<file path="config.mk">
export PLATFORM = sky130hd
export DESIGN_NAME = can_error_manager
export DESIGN_NICKNAME = d
export VERILOG_FILES = /design/src/rtl/can_pkg.sv /design/src/rtl/can_fault_counters.sv /design/src/rtl/can_error_manager.sv
export SDC_FILE = /design/constraint.sdc
export NUM_CORES = 1
export LEC_CHECK = 0
export CAP_MARGIN = 20
export CORE_MARGIN = 2
export CORE_UTILIZATION = 40
export CTS_CLUSTER_DIAMETER = 150
export DETAILED_ROUTE_END_ITERATION = 8
export HOLD_SLACK_MARGIN = 0.12
export MAX_ROUTING_LAYER = met4
export PLACE_DENSITY = 0.6
export SLEW_MARGIN = 40
export SYNTH_ARGS = -nofsm -noshare
export SYNTH_HDL_FRONTEND = slang
export SYNTH_SLANG_ARGS = --single-unit
</file>
<file path="constraint.sdc">
create_clock -name i_Clock -period 3.5 [get_ports i_Clock]
set_clock_uncertainty 0.15 [all_clocks]
set_input_delay 0.7 -clock i_Clock [delete_from_list [all_inputs] [get_ports i_Clock]]
set_output_delay 0.7 -clock i_Clock [all_outputs]
set_load 0.01 [all_outputs]
</file>
<file path="src/rtl/can_pkg.sv">
// Shared CAN error-handling types: error-FSM states, fault-confinement encodings,
// counter limits and the frame-field codes also used by the bit-error monitors.
package can_pkg;

  typedef enum logic [2:0] {
    ST_IDLE,
    ST_FLAG,
    ST_WAIT_REC,
    ST_DELIM,
    ST_BUSOFF
  } err_fsm_e;

  typedef enum logic [1:0] {
    ERR_ACTIVE  = 2'b00,
    ERR_PASSIVE = 2'b01,
    ERR_BUSOFF  = 2'b10
  } err_state_e;

  localparam int WARN_LIM    = 96;
  localparam int PASSIVE_LIM = 128;
  localparam int BUSOFF_LIM  = 256;

  localparam logic [4:0] FIELD_CRC_DELIM = 5'b10001;
  localparam logic [4:0] FIELD_ACK_DELIM = 5'b10010;
  localparam logic [4:0] FIELD_EOF       = 5'b00101;

endpackage

</file>
<file path="src/rtl/can_fault_counters.sv">
// TEC/REC arithmetic with saturation and the registered fault-confinement state.
// Optional o_Err_Warning path is built only when CAN_ERR_WARNING_EN is defined.
module can_fault_counters import can_pkg::*; #(
  parameter int PASSIVE_LIMIT = PASSIVE_LIM,
  parameter int BUSOFF_LIMIT  = BUSOFF_LIM
) (
  input  logic       i_Clock,
  input  logic       i_Reset,
  input  logic       err_evt,
  input  logic       frame_ok,
  input  logic       transmitter,
  input  logic       recover,
  output logic [8:0] tec,
  output logic [7:0] rec,
`ifdef CAN_ERR_WARNING_EN
  output logic       err_warning,
`endif
  output logic [1:0] err_state,
  output logic       busoff_next
);

  logic [8:0] tec_q, tec_d;
  logic [7:0] rec_q, rec_d;
  err_state_e state_q;

  function automatic logic [8:0] tec_add_sat(input logic [8:0] t);
    logic [9:0] s;
    s = {1'b0, t} + 10'd8;
    return (s > 10'd256) ? 9'd256 : s[8:0];
  endfunction

  function automatic logic [7:0] rec_inc_sat(input logic [7:0] r);
    return (r == 8'hFF) ? 8'hFF : r + 8'd1;
  endfunction

  function automatic logic [7:0] rec_frame_ok(input logic [7:0] r);
    if (r > 8'd127)
      return 8'd127;
    return (r != 8'd0) ? r - 8'd1 : 8'd0;
  endfunction

  function automatic err_state_e derive_state(input logic [8:0] t, input logic [7:0] r);
    if (t >= 9'(BUSOFF_LIMIT))
      return ERR_BUSOFF;
    if ((t >= 9'(PASSIVE_LIMIT)) || ({1'b0, r} >= 9'(PASSIVE_LIMIT)))
      return ERR_PASSIVE;
    return ERR_ACTIVE;
  endfunction

  // An error on the same strobe as a frame-ok takes priority.
  always_comb begin
    tec_d = tec_q;
    rec_d = rec_q;
    if (recover) begin
      tec_d = 9'd0;
      rec_d = 8'd0;
    end else if (err_evt) begin
      if (transmitter) tec_d = tec_add_sat(tec_q);
      else             rec_d = rec_inc_sat(rec_q);
    end else if (frame_ok) begin
      if (transmitter) tec_d = (tec_q != 9'd0) ? tec_q - 9'd1 : 9'd0;
      else             rec_d = rec_frame_ok(rec_q);
    end
  end

  assign busoff_next = (tec_d >= 9'(BUSOFF_LIMIT));

  // State is derived from the registered counters, so it trails them by a clock.
  always_ff @(posedge i_Clock or posedge i_Reset) begin
    if (i_Reset) begin
      tec_q   <= 9'd0;
      rec_q   <= 8'd0;
      state_q <= ERR_ACTIVE;
    end else begin
      tec_q   <= tec_d;
      rec_q   <= rec_d;
      state_q <= recover ? ERR_ACTIVE : derive_state(tec_q, rec_q);
    end
  end

`ifdef CAN_ERR_WARNING_EN
  logic warn_q;
  always_ff @(posedge i_Clock or posedge i_Reset) begin
    if (i_Reset)
      warn_q <= 1'b0;
    else
      warn_q <= !recover && (tec_q < 9'(BUSOFF_LIMIT)) &&
                ((tec_q >= 9'(WARN_LIM)) || ({1'b0, rec_q} >= 9'(WARN_LIM)));
  end
  assign err_warning = warn_q;
`endif

  assign tec       = tec_q;
  assign rec       = rec_q;
  assign err_state = state_q;

endmodule

</file>
<file path="src/rtl/can_error_manager.sv">
// CAN error controller: error-frame sequencing (flag + delimiter) and bus-off recovery.
// Define CAN_ERR_WARNING_EN to add the o_Err_Warning output.
module can_error_manager import can_pkg::*; #(
  parameter int FLAG_BITS     = 6,
  parameter int DELIM_BITS    = 8,
  parameter int PASSIVE_LIMIT = PASSIVE_LIM,
  parameter int BUSOFF_LIMIT  = BUSOFF_LIM,
  parameter int RECOVERY_SEQS = 128
) (
  input  logic       i_Clock,
  input  logic       i_Reset,
  input  logic       i_Sample,
  input  logic       i_Data,
  input  logic       i_Transmitter,
  input  logic       i_Bit_Err,
  input  logic       i_Stuff_Err,
  input  logic       i_Crc_Err,
  input  logic       i_Form_Err,
  input  logic       i_Ack_Err,
  input  logic       i_Frame_Ok,
  output logic       o_Err_Frame,
  output logic       o_Tx_Bit,
  output logic [8:0] o_Tec,
  output logic [7:0] o_Rec,
`ifdef CAN_ERR_WARNING_EN
  output logic       o_Err_Warning,
`endif
  output logic [1:0] o_Err_State
);

  localparam int SEQ_W = $clog2(RECOVERY_SEQS + 1);

  err_fsm_e         state_q, state_d;
  logic [7:0]       bit_cnt_q, bit_cnt_d;
  logic [3:0]       run_q, run_d;
  logic [SEQ_W-1:0] seq_q, seq_d;
  logic             any_err, err_evt, frame_ok, recover, busoff_next;
  logic [1:0]       err_state;

  assign any_err  = i_Bit_Err | i_Stuff_Err | i_Crc_Err | i_Form_Err | i_Ack_Err;
  assign err_evt  = i_Sample && (state_q == ST_IDLE) && any_err;
  assign frame_ok = i_Sample && (state_q == ST_IDLE) && i_Frame_Ok && !any_err;

  can_fault_counters #(
    .PASSIVE_LIMIT (PASSIVE_LIMIT),
    .BUSOFF_LIMIT  (BUSOFF_LIMIT)
  ) u_counters (
    .i_Clock     (i_Clock),
    .i_Reset     (i_Reset),
    .err_evt     (err_evt),
    .frame_ok    (frame_ok),
    .transmitter (i_Transmitter),
    .recover     (recover),
    .tec         (o_Tec),
    .rec         (o_Rec),
`ifdef CAN_ERR_WARNING_EN
    .err_warning (o_Err_Warning),
`endif
    .err_state   (err_state),
    .busoff_next (busoff_next)
  );

  always_ff @(posedge i_Clock or posedge i_Reset) begin
    if (i_Reset) begin
      state_q   <= ST_IDLE;
      bit_cnt_q <= 8'd0;
      run_q     <= 4'd0;
      seq_q     <= '0;
    end else begin
      state_q   <= state_d;
      bit_cnt_q <= bit_cnt_d;
      run_q     <= run_d;
      seq_q     <= seq_d;
    end
  end

  always_comb begin
    state_d   = state_q;
    bit_cnt_d = bit_cnt_q;
    run_d     = run_q;
    seq_d     = seq_q;
    recover   = 1'b0;
    case (state_q)
      ST_IDLE: begin
        if (err_evt) begin
          bit_cnt_d = 8'd0;
          run_d     = 4'd0;
          seq_d     = '0;
          state_d   = busoff_next ? ST_BUSOFF : ST_FLAG;
        end
      end
      ST_FLAG: begin
        if (i_Sample) begin
          if (bit_cnt_q == 8'(FLAG_BITS - 1)) begin
            bit_cnt_d = 8'd0;
            state_d   = ST_WAIT_REC;
          end else begin
            bit_cnt_d = bit_cnt_q + 8'd1;
          end
        end
      end
      // First recessive strobe after the flag is delimiter bit 1.
      ST_WAIT_REC: begin
        if (i_Sample && i_Data) begin
          bit_cnt_d = 8'd1;
          state_d   = (DELIM_BITS <= 1) ? ST_IDLE : ST_DELIM;
        end
      end
      ST_DELIM: begin
        if (i_Sample) begin
          if (bit_cnt_q == 8'(DELIM_BITS - 1)) begin
            bit_cnt_d = 8'd0;
            state_d   = ST_IDLE;
          end else begin
            bit_cnt_d = bit_cnt_q + 8'd1;
          end
        end
      end
      ST_BUSOFF: begin
        if (i_Sample) begin
          if (!i_Data) begin
            run_d = 4'd0;
          end else if (run_q == 4'd10) begin
            run_d = 4'd0;
            if (seq_q == SEQ_W'(RECOVERY_SEQS - 1)) begin
              seq_d   = '0;
              recover = 1'b1;
              state_d = ST_IDLE;
            end else begin
              seq_d = seq_q + 1'b1;
            end
          end else begin
            run_d = run_q + 4'd1;
          end
        end
      end
      default: state_d = ST_IDLE;
    endcase
  end

  assign o_Err_Frame = (state_q == ST_FLAG) || (state_q == ST_WAIT_REC) || (state_q == ST_DELIM);
  assign o_Tx_Bit    = !((state_q == ST_FLAG) && (err_state == ERR_ACTIVE));
  assign o_Err_State = err_state;

endmodule

</file>
======== Yosys cells after proc, flatten, opt, wreduce, memory -nomap -nowiden ========
Cells that the tools add are included.
operators by class
  add/sub/neg operators ................... 7
  magnitude comparators ................... 6
  equality and inequality tests ........... 21
  mux-type cells .......................... 63
  bitwise gates (word level) .............. 4
  reductions and logical operators ........ 23
operator list
  operator                                                                             count
  8-bit 2-to-1 mux                                                                     19
  9-bit 2-to-1 mux                                                                     7
  3-bit 2-to-1 mux                                                                     11
  8-bit case mux with 4 select lines                                                   1
  8-bit by 1-bit adder with 8-bit output, second input constant                        3
  2-bit != test, second input constant                                                 10
  9-bit greater-or-equal comparator, second input constant                             2
  8-bit by 3-bit == test with 1-bit output, second input constant                      2
  4-bit 2-to-1 mux                                                                     4
  8-bit case mux with 2 select lines                                                   1
  3-bit case mux with 5 select lines                                                   1
  1-bit 2-to-1 mux                                                                     13
  9-bit by 4-bit adder with 10-bit output, second input constant                       1
  10-bit by 9-bit > comparator with 1-bit output, second input constant                1
  2-bit 2-to-1 mux                                                                     5
  10-bit AND reduction                                                                 1
  5-bit AND reduction                                                                  2
  9-bit by 8-bit greater-or-equal comparator with 1-bit output, second input constant  1
  9-bit nonzero test                                                                   1
  9-bit by 1-bit subtractor with 9-bit output, second input constant                   1
  8-bit by 7-bit == test with 1-bit output, second input constant                      1
  8-bit == test, second input constant                                                 1
  8-bit greater-or-equal comparator, second input constant                             1
  8-bit by 7-bit > comparator with 1-bit output, second input constant                 1
  19 further kinds                                                                     33
storage, ports and cells
  register bits ........................... 42
  input bits .............................. 11

======== Logic depth before layout (Yosys ltp) ========
Gate-level depths: netlist of the first run.
  depth in word-level cells ............... 14
  gate-level depth with buffers ........... 7

======== By module ========
From an unflattened synthesis of the first run, not the netlist that was laid out.
second synthesis, totals
  cells, all modules ...................... 404
  area, all modules ....................... 3230.6 sq um
by module, submodules not included
  module              instances  cells an instance  area each (sq um)
  can_fault_counters  1          229                1710.4
  can_error_manager   1          175                1520.2

======== Worst setup path after synthesis of the first run ========
No wires, ideal clock.
  kind .................................... input to register
  start ................................... input i_Bit_Err
  end ..................................... register u_counters.tec_q[4], in the netlist u_counters.tec[4]
  arrival time ............................ 2.603 ns
  required time ........................... 3.226 ns
  slack ................................... 0.623 ns
  cell stages on the path ................. 7
  path buffers ............................ 2
  cells stage by stage .................... or4_4 -> buf_6 -> or4_1 -> buf_2 -> nor4b_4 -> o21ai_1 -> a211o_1
between the ends
  cells in the longest elaborated chain, start to end .. 9
  elaborated cells between the ends (all ways) .. 10
  classes of those cells .................. 3 x mux; 4 x bitwise; 3 x reduce/logical
RTL lines
  what                               RTL line                  RTL
  start: declaration                 can_error_manager.sv:15   input logic i_Bit_Err,
  1-bit bitwise OR (*) (4 in a row)  can_error_manager.sv:40   assign any_err = i_Bit_Err | i_Stuff_Err | i_Crc_Err | i_Form_Err | i_Ack_Err;
  1-bit logical NOT                  can_error_manager.sv:42   assign frame_ok = i_Sample && (state_q == ST_IDLE) && i_Frame_Ok && !any_err;
  1-bit logical AND                  can_error_manager.sv:42
  9-bit 2-to-1 mux                   can_fault_counters.sv:60  end else if (frame_ok) begin
  9-bit 2-to-1 mux (*)               can_fault_counters.sv:57  end else if (err_evt) begin
  9-bit 2-to-1 mux (*)               can_fault_counters.sv:54  if (recover) begin
  named net u_counters.tec_d[4]      can_fault_counters.sv:22  logic [8:0] tec_q, tec_d;
  end signal: assignment             can_fault_counters.sv:75  tec_q <= tec_d;
  end: declaration                   can_fault_counters.sv:22
The timed path passes the listed nets; every way through them passes the cells marked *.
A chain may end at the register's enable or synchronous reset.

======== Worst setup path in the final report of the first run ========
  start ................................... input i_Sample
  end ..................................... register u_counters.tec_q[4], in the netlist u_counters.tec[4]
between the ends
  cells in the longest elaborated chain, start to end .. 6
  elaborated cells between the ends (all ways) .. 9
  classes of those cells .................. 5 x mux; 4 x reduce/logical
RTL lines
  what                            RTL line                                          RTL
  start: declaration              can_error_manager.sv:12                           input logic i_Sample,
  1-bit logical AND               can_error_manager.sv:41, can_error_manager.sv:42
  1-bit logical AND (2 in a row)  can_error_manager.sv:42
  9-bit 2-to-1 mux                can_fault_counters.sv:60
  9-bit 2-to-1 mux                can_fault_counters.sv:57
  9-bit 2-to-1 mux (*)            can_fault_counters.sv:54
  named net u_counters.tec_d[4]   can_fault_counters.sv:22
Marks and branches as above.

==> results of run 1 <==
layer usage:
layer / global-route usage / wire length (um) / vias to the layer above
met5: - / 0 / -
met4: 0.0448 / 70 / 0
met3: 0.0296 / 267 / 7
met2: 0.305 / 3400 / 57
met1: 0.269 / 3720 / 1365
li1: - / - / 1424
power groups by stage:
stage | Sequential [uW] | Combinational (uW) | Clock (uW)
final | 845 | 1130 | 330
after detailed placement | 850 | 1130 | 0
after floorplan | 737 | 813 | 0
after global placement | 851 | 1120 | 0
after global routing | 880 | 1270 | 357
after CTS | 840 | 1140 | 346
cells in the final DEF (no fill, tap or decap), types with 5 or more instances in the layout:
master / n
dfrtp_1: 42
o21ai_0: 34
nand2_1: 33
clkdlybuf4s50_1: 31
nor2_1: 21
nand3_1: 18
inv_1: 16
buf_4: 14
o31ai_1: 13
ha_1: 13
nor3_1: 11
nand2b_1: 10
a21oi_1: 10
a21o_1: 8
and3_1: 8
or2_2: 7
a31oi_1: 7
or4_1: 7
xor2_1: 6
or3_1: 6
clkbuf_8: 6
nor2b_1: 5
cell usage after synthesis (3+ instances only):
cell and count:
a21o_1 8, or4_1 7, dfrtp_1 42, o21ai_0 34
nand3_1 18, o41ai_1 4, nand4b_1 3, o31ai_1 13
a21boi_0 3, and3_1 8, xor2_1 6, ha_1 13
nand2b_1 10, clkbuf_1 18, nand2_1 33, inv_1 17
or2_2 7, o311ai_0 3, nor2b_1 5, or3_1 6
a31oi_1 7, nor4_1 3, o21a_1 4, a21oi_1 10
nand4_1 3, nor2_1 21, nor3_1 11
worst max-delay path: cells and delay by family:
family                 cells  cell delay, ns
AO/OA/AOI/OAI              2            0.37
buffers and inverters      1            0.50
AND/OR/NAND/NOR            3            1.46
layout make-up:
type                            instances  area [um2]  area share
Clock buffer                            7        86.3      0.0238
Inverter                               17        63.8      0.0176
Clock inverter                          1        5.00     0.00138
Sequential cell                        42        1050       0.290
Timing Repair Buffer                   45         415       0.115
Multi-Input combinational cell        285        1880       0.518
Tap cell                               99         124      0.0342
flip-flops by register name, summed over array words and instances (netlist names):
signal and count:
u_counters.err_state 2, u_counters.tec 9, state_q 3, u_counters.rec 8, seq_q 8, bit_cnt_q 8
run_q 4
final timing paths:
kind / slack (ns) / endpoint / from / cells after the start
min in group asynchronous: 0.70 / u_counters.rec[3] / i_Reset / 3
max reg2reg: 0.84 / u_counters.tec[4] / state_q[0] / 5
min reg2reg: 0.32 / seq_q[7] / seq_q[7] / 1
min: 0.32 / seq_q[7] / seq_q[7] / 1
max in group asynchronous: 2.12 / seq_q[7] / i_Reset / 3
max: 0.49 / u_counters.tec[4] / i_Sample / 6
kinds of logic after synthesis:
kind of cell / count (synthesis)
AOI/OAI and AO/OA: 112
adders and majority gates: 13
muxes: 3
and+or+nand+nor: 149
xor gates and xnor gates: 8
DFF: 42
buffers and inverters: 37
stage by stage:
step | worst slack, ns | utilization | hold slack (ns)
6_report | 0.489 | 0.492 | 0.322
5_1_grt | 0.360 | 0.492 | 0.368
4_1_cts | 0.472 | 0.492 | 0.329
3_5_place_dp | 0.161 | 0.479 | 0.318
3_3_place_gp | 0.195 | 0.479 | 0.307
2_1_floorplan | 0.623 | - | 0.286
==> flow_summary_export.csv, run 1 <==
group,metric,value,unit
outcome,run_status,"finished, final reports clean",
clock_tree,ctsHoldBuffers,0,
synthesis,synthesis.instances,364,
synthesis,synth_xor_xnor_area_share,0.0228,
synthesis,synth-warning-count,0,
power,peakVddDrop,341,uV
power,fraction_of_power_consumed_by_combinational_cells,0.491,
synthesis,syn-mean-instance-area,8.45,um2
job,timing.max_cap.violations,0,
cells_and_area,antennaDiodeCount,0,
synthesis,synth.largest_area_cell,"dfrtp_1",
critical_path,end_kind,"flip-flop",
clock_tree,htreeDepth,2,
worst_hold_path,hold_path.class,"reg -> reg",
global_routing,grt_start_max_net_pins,43,
clock_tree,ctsLongestPathBuffers,2,
synthesis,synth-compound-area-share,0.253,
synthesis,synth-edff-count,0,
cells_and_area,number_of_nets_in_the_finished_design,420,
timing,layout_worst_path_cycle_share,0.860,
clock_tree,tritoncts.num_buffers,5,
power,power_frac_seq,0.366,
timing,rsz0062_at_grt,"false",
timing,tightest_slew,0.814,ns
critical_path,path_cells,"clkdlybuf4s50_1 -> or3b_2 -> or4_1 -> nor4b_4 -> o21ai_1 -> a211o_1",
clock_tree,post_cts_buffers,0,
floorplan,dieArea,8410,um2
power,intPower,1310,uW
timing,timing.slew.headroom,0.450,
global_routing,globalRouteOverflowTotal,0,
synthesis,synth-main-ff-cell,"dfrtp_1",
critical_path,worst-setup-path-type,"in -> reg",
synthesis,synth_seq_area_share,0.342,
cells_and_area,drive_above_1_share,0.0932,
timing,report.final.setup_viol,0,
power,power_switching,1000,uW
critical_path,startpoint_type,"primary input",
synthesis,synth_fa_ha_area_frac,0.0529,
floorplan,fp.dieW,91.7,um
place,post-place-cells,488,
critical_path,cp_slowest_stage_delay,0.65,ns
global_routing,grt_pass1_wl,13.3,mm
critical_path,crit_path_max_fanout,7,
timing,fin_crit,3.01,ns
global_routing,grt_pass1_vias,2736,
place,postPlaceCellArea,3530,um2
route,vias_per_cell,5.75,
synthesis,dominant_combinational_cell_family_by_area_after_synthesis,"simple AND/OR/NAND/NOR gates",
synthesis,synthesis.area,3080,um2
clock_tree,cts-root-buf,"clkbuf_8",
floorplan,boundaryPins,32,
timing,report.final.hold_viol_count,0,
cells_and_area,final_cell_count_no_fill,496,
synthesis,syn_nets,388,
power,design_power_total,2310,uW
place,hpwl,5.37,mm
floorplan,fp.dieH,91.7,um
place,global_placement_routability_congestion,0.830,
critical_path,crit_path_top_delay_cell,"or4_1",
clock_tree,tritoncts,"done",
clock_tree,clkSlewWorstSetupHoldPaths,0.08,ns
route,first_pass_detailed_route_iteration_total,4,
floorplan,start_util,0.417,
place,place.port_buffers,31,
route,finalWirelength,7.46,mm
power,power-per-cell-area,637,nW/um2
timing,drv_slew,0,
synthesis,number_of_flip_flops_and_latches_in_the_synthesized_netlist,42,
clock_tree,insertion_delay,0.30,ns
synthesis,synthSimpleGateAreaFrac,0.272,
power,share_clk_of_total_power,0.143,
route,detail_route.drc_violations,0,
cells_and_area,nFillCells,743,
global_routing,grt_antenna_before_repair,0,
route,drt-initial-drc-count,202,
route,routed_wirelength_normalized_by_instance_count,15.0,um
synthesis,async_flop_share,1.00,
synthesis,yosys-mux-area-fraction,0.0102,
clock_tree,sink_count,42,
critical_path,timing.critical_path.required,3.53,ns
synthesis,synth.top_cells.by_area,"dfrtp_1 (34%), o21ai_0 (5.5%), ha_1 (5.3%)",
synthesis,synth.distinct_cells,61,
synthesis,post-synth-top-area-fraction,0.342,
floorplan,placementRows,31,
global_routing,grt.total_usage,0.195,
timing,fmax,0.332,GHz
power,p_leak,0.00150,uW
cells_and_area,flow.area_growth_from_synthesis,17.8,%
clock_tree,cts-resized-gates,0,
power,netSwitchingFraction,0.434,
floorplan,core-area,7370,um2
cells_and_area,post-route-cell-area,3620,um2
route,dr_total_vias,2853,
route,drt.antenna.violating_nets,0,
critical_path,critPathArrivalTime,3.04,ns
timing,accumulated_negative_setup_slack,0,ns
(Power assumes the default switching activity.)
==> inputs of run 2 (changes only) <==
--- a/config.mk
+++ b/config.mk
@@ -6,6 +6,6 @@
 export NUM_CORES = 1
 export LEC_CHECK = 0
-export CAP_MARGIN = 20
-export CORE_MARGIN = 2
+export CAP_MARGIN = 15
+export CORE_MARGIN = 3
 export CORE_UTILIZATION = 40
 export CTS_CLUSTER_DIAMETER = 150
==> constraint.sdc (replaced) <==
create_clock -name i_Clock -period 3.5 [get_ports i_Clock]
set_clock_uncertainty 0.15 [all_clocks]
set_input_delay 0.875 -clock i_Clock [delete_from_list [all_inputs] [get_ports i_Clock]]
set_output_delay 0.875 -clock i_Clock [all_outputs]
set_load 0.01 [all_outputs]
==> flow_summary_export.csv, run 2 (synthesis gave the netlist of run 1 again) <==
group,metric,value,unit
cells_and_area,mostFrequentLayoutCell,"dfrtp_1",
critical_path,worst-setup-path-type,"in -> reg",
floorplan,boundaryPins,32,
clock_tree,ctsLongestPathBuffers,2,
clock_tree,htreeDepth,2,
place,detailedPlace.worstSlack,0.0118,ns
clock_tree,cts-resized-gates,0,
timing,drv_slew,0,
global_routing,globalRouteOverflowTotal,0,
critical_path,critPathArrivalTime,3.23,ns
route,drt-initial-drc-count,140,
route,routed_wirelength_normalized_by_instance_count,15.1,um
timing,fmax,0.314,GHz
critical_path,startpoint_type,"primary input",
floorplan,core-area,7370,um2
cells_and_area,number_of_nets_in_the_finished_design,421,
clock_tree,insertion_delay,0.30,ns
floorplan,start_util,0.417,
route,vias_per_cell,5.71,
outcome,run_status,"finished, final reports clean",
place,global_placement_routability_congestion,0.829,
floorplan,fp.dieW,93.7,um
route,detail_route.drc_violations,0,
route,drt.antenna.violating_nets,0,
timing,timing.slew.headroom,0.448,
timing,final_critical_path_setup_slack,0.311,ns
route,finalWirelength,7.50,mm
timing,layout_worst_path_cycle_share,0.911,
clock_tree,ctsHoldBuffers,0,
job,timing.max_cap.violations,0,
global_routing,grt_antenna_before_repair,0,
timing,accumulated_negative_setup_slack,0,ns
global_routing,grt_start_max_net_pins,43,
global_routing,grt.total_usage,0.185,
cells_and_area,final_cell_mix,"dfrtp_1 (42), o21ai_0 (34), nand2_1 (33)",
power,power-per-cell-area,630,nW/um2
route,detail_route.wirelength.met1,3.74,mm
clock_tree,tritoncts.num_buffers,5,
power,p_leak,0.00150,uW
worst_hold_path,hold_path.class,"reg -> reg",
place,place.port_buffers,31,
timing,rsz0062_at_grt,"false",
route,top_signal_layer_used,"met4",
clock_tree,post_cts_buffers,0,
clock_tree,clkSlewWorstSetupHoldPaths,0.09,ns
critical_path,end_kind,"flip-flop",
floorplan,fp.dieH,93.7,um
cells_and_area,drive_above_1_share,0.0955,
route,met3RoutedLength,238,um
critical_path,timing.critical_path.required,3.54,ns
clock_tree,cts-root-buf,"clkbuf_8",
timing,fin_crit,3.19,ns
route,first_pass_detailed_route_iteration_total,5,
clock_tree,tritoncts,"done",
place,post-place-cells,489,
critical_path,crit_path_max_fanout,7,
cells_and_area,largest_register_ffs,9,
place,hpwl,5.46,mm
clock_tree,sink_count,42,
cells_and_area,flow.area_growth_from_synthesis,17.9,%
global_routing,grt_pass1_wl,12.9,mm
timing,report.final.hold_viol_count,0,
cells_and_area,nFillCells,717,
route,dr_wl_met2,3.45,mm
route,dr_total_vias,2839,
power,peakVddDrop,367,uV
cells_and_area,antennaDiodeCount,0,
floorplan,placementRows,31,
floorplan,dieArea,8780,um2
global_routing,grt_pass1_vias,2666,
timing,report.final.setup_viol,0,
cells_and_area,final_cell_count_no_fill,497,
timing,tightest_slew,0.816,ns
[run 2: area by class of cell]
type / instances / area [um2] / share of cell area
Multi-Input combinational cell: 285 / 1880 / 0.518
Sequential cell: 42 / 1050 / 0.290
Timing Repair Buffer: 46 / 423 / 0.117
Tap cell: 99 / 124 / 0.0342
Clock buffer: 6 / 72.6 / 0.0200
Inverter: 17 / 63.8 / 0.0176
Clock inverter: 2 / 13.8 / 0.00380
[run 2: worst max-delay path, cell delays in order]
cell and delay [ns]:
clkdlybuf4s50_1 0.40, or4_4 0.56, or4_1 0.68, nor4b_4 0.33, o21ai_1 0.09, a211o_1 0.29
[run 2: metrics by stage]
stage,utilization,hold slack [ns],total power [uW],area [um2]
6_report,0.492,0.329,2290,3630
5_1_grt,0.492,0.355,2490,3630
4_1_cts,0.492,0.328,2300,3630
3_5_place_dp,0.480,0.310,1970,3540
3_3_place_gp,0.480,0.307,1960,3540
2_1_floorplan,-,0.286,1550,3080
[run 2: report_power, final]
part	total [uW]	internal (uW)	switching, uW
clock network	318	141	177
registers	866	591	275
logic	1100	550	552
total	2290	1280	1000
[run 2: path summary, 6_finish.rpt]
check                             start                 to  slack (ns)  cells past startpoint
min                        bit_cnt_q[7]       bit_cnt_q[7]        0.33                      1
max in group asynchronous       i_Reset           seq_q[4]        1.96                      3
max reg2reg                  state_q[1]  u_counters.tec[4]        0.81                      5
min in group asynchronous       i_Reset  u_counters.rec[3]        0.86                      3
max                           i_Bit_Err  u_counters.tec[4]        0.31                      6
min reg2reg                bit_cnt_q[7]       bit_cnt_q[7]        0.33                      1
[run 2: metal layers]
metal	track usage	up-vias
met5	-	-
li1	-	1429
met1	0.260	1350
met2	0.281	54
met3	0.0288	6
met4	0.0469	0
==> inputs of run 3 (changes only) <==
Settings changed: CELL_PAD_IN_SITES_DETAIL_PLACEMENT set to 1, CELL_PAD_IN_SITES_GLOBAL_PLACEMENT set to 2, CORE_UTILIZATION 40 to 35, PLACE_DENSITY 0.6 to 0.81.
==> flow_summary_export.csv, run 3 (synthesis gave the netlist of run 1 again) <==
group,metric,value,unit
cells_and_area,final_cell_mix,"dfrtp_1 (42), o21ai_0 (34), nand2_1 (33)",
place,detailedPlace.worstSlack,0.0192,ns
floorplan,boundaryPins,32,
power,fraction_of_power_consumed_by_combinational_cells,0.480,
power,power-per-cell-area,659,nW/um2
floorplan,placementRows,33,
power,netSwitchingFraction,0.428,
route,finalWirelength,8.71,mm
place,global_placement_routability_congestion,0.785,
critical_path,crit_path_max_fanout,7,
global_routing,grt_pass1_vias,2948,
critical_path,critPathTopFamily,"simple AND/OR/NAND/NOR gates",
power,power_frac_seq,0.354,
job,timing.max_cap.violations,0,
clock_tree,ctsLongestPathBuffers,2,
critical_path,crit_path_top_delay_cell,"or4_1",
route,vias_per_cell,5.71,
cells_and_area,number_of_nets_in_the_finished_design,426,
critical_path,worst_reg2reg_path_startpoint,"state_q[1]",
critical_path,crit_start,"i_Bit_Err",
clock_tree,tritoncts.num_buffers,5,
worst_hold_path,hold_path.class,"reg -> reg",
clock_tree,clkSlewWorstSetupHoldPaths,0.09,ns
power,peakVddDrop,221,uV
place,place.port_buffers,31,
timing,report.final.setup_viol,0,
floorplan,start_util,0.367,
critical_path,end_kind,"flip-flop",
floorplan,fp.dieH,99.8,um
route,first_pass_detailed_route_iteration_total,4,
floorplan,dieArea,9950,um2
critical_path,cp_slowest_stage_delay,0.68,ns
critical_path,reg2reg_depth,5,
timing,layout_worst_path_cycle_share,0.901,
global_routing,grt_start_max_net_pins,43,
clock_tree,ctsHoldBuffers,0,
global_routing,grt_antenna_before_repair,0,
timing,report.final.hold_viol_count,0,
clock_tree,insertion_delay,0.30,ns
clock_tree,cts-resized-gates,0,
route,dr_total_vias,2896,
critical_path,worst-setup-path-type,"in -> reg",
place,hpwl,6.37,mm
timing,accumulated_negative_setup_slack,0,ns
route,drt-initial-drc-count,92,
timing,rsz0062_at_grt,"false",
power,share_clk_of_total_power,0.166,
outcome,run_status,"finished, final reports clean",
timing,final_critical_path_setup_slack,0.347,ns
critical_path,crit_end,"u_counters.tec[4]",
critical_path,critPathArrivalTime,3.20,ns
timing,tightest_slew,0.668,ns
global_routing,globalRouteOverflowTotal,0,
power,p_leak,0.00154,uW
route,routed_wirelength_normalized_by_instance_count,17.2,um
cells_and_area,largest_register_ffs,9,
cells_and_area,fin_util,0.442,
cells_and_area,antennaDiodeCount,0,
route,detail_route.drc_violations,0,
cells_and_area,nFillCells,1025,
clock_tree,sink_count,42,
critical_path,path_cells,"clkdlybuf4s50_1 -> or4_4 -> or4_1 -> nor4b_4 -> o21ai_1 -> a211o_1",
global_routing,grt_pass1_wl,15.1,mm
timing,fin_crit,3.15,ns
power,power_switching,1040,uW
critical_path,startpoint_type,"primary input",
clock_tree,htreeDepth,2,
timing,timing.slew.headroom,0.551,
route,drt.antenna.violating_nets,0,
timing,drv_slew,0,
clock_tree,cts-root-buf,"clkbuf_8",
critical_path,r2r-end,"u_counters.tec[4]",
global_routing,grt.total_usage,0.190,
floorplan,core-area,8380,um2
critical_path,critical_path_cell_count,6,
cells_and_area,flow.area_growth_from_synthesis,20.4,%
cells_and_area,drive_above_1_share,0.109,
worst_hold_path,hold_path_startpoint,"bit_cnt_q[7]",
clock_tree,tritoncts,"done",
power,intPower,1390,uW
cells_and_area,mostFrequentLayoutCell,"dfrtp_1",
timing,fmax,0.317,GHz
cells_and_area,post-route-cell-area,3700,um2
critical_path,timing.critical_path.required,3.54,ns
critical_path,reg2reg_slack,0.85,ns
floorplan,fp.dieW,99.8,um
place,postPlaceCellArea,3580,um2
worst_hold_path,hold-path-cell-count,1,
clock_tree,post_cts_buffers,0,
critical_path,critPathBufInv,1,
run 3: cell count changes in the layout (fill, tap and decap cells not counted):
| cell | change |
|---|---|
| nor4b_2 | +1 |
| clkbuf_8 | +1 |
| buf_4 | +5 |
| nor4b_1 | -1 |
| clkbuf_1 | -1 |
| clkinv_2 | -1 |
| bufinv_16 | +1 |
| clkinv_4 | -1 |
run 3: layer usage:
layer	GRT usage	part of all wire
met5	-	0
met3	0.0245	0.016
met1	0.249	0.48
met2	0.312	0.49
met4	0.0420	0.010
run 3: layout make-up:
cell class	count	area [um2]	area share
repair buffers	51	460	0.124
flip-flops and latches	42	1050	0.284
multi-input cells	285	1880	0.509
clock buffers	6	82.6	0.0223
clock inverters	1	30.0	0.00811
well taps	105	131	0.0355
inverters	17	63.8	0.0172
run 3: stage by stage:
step | hold WS (ns) | power, uW | instances
CTS | 0.334 | 2470 | 507
detailed placement | 0.317 | 2040 | 500
global placement | 0.308 | 2010 | 500
global route | 0.367 | 2640 | 507
floorplan | 0.286 | 1550 | 364
finish | 0.330 | 2440 | 507
run 3: worst min-delay path by stage:
| stage | endpoint | slack [ns] |
|---|---|---|
| 2_1_floorplan | seq_q[7] | 0.29 |
| 3_3_place_gp | bit_cnt_q[7] | 0.31 |
| 3_5_place_dp | bit_cnt_q[7] | 0.32 |
| 4_1_cts | bit_cnt_q[7] | 0.33 |
| 5_1_grt | bit_cnt_q[7] | 0.37 |
| 6_report | bit_cnt_q[7] | 0.33 |
run 3: power groups by stage:
stage               registers (uW)  logic (uW)  clock network, uW
CTS                            861        1180                425
detailed placement             870        1170                  0
global route                   900        1300                442
finish                         864        1170                405
floorplan                      737         813                  0
global placement               864        1150                  0
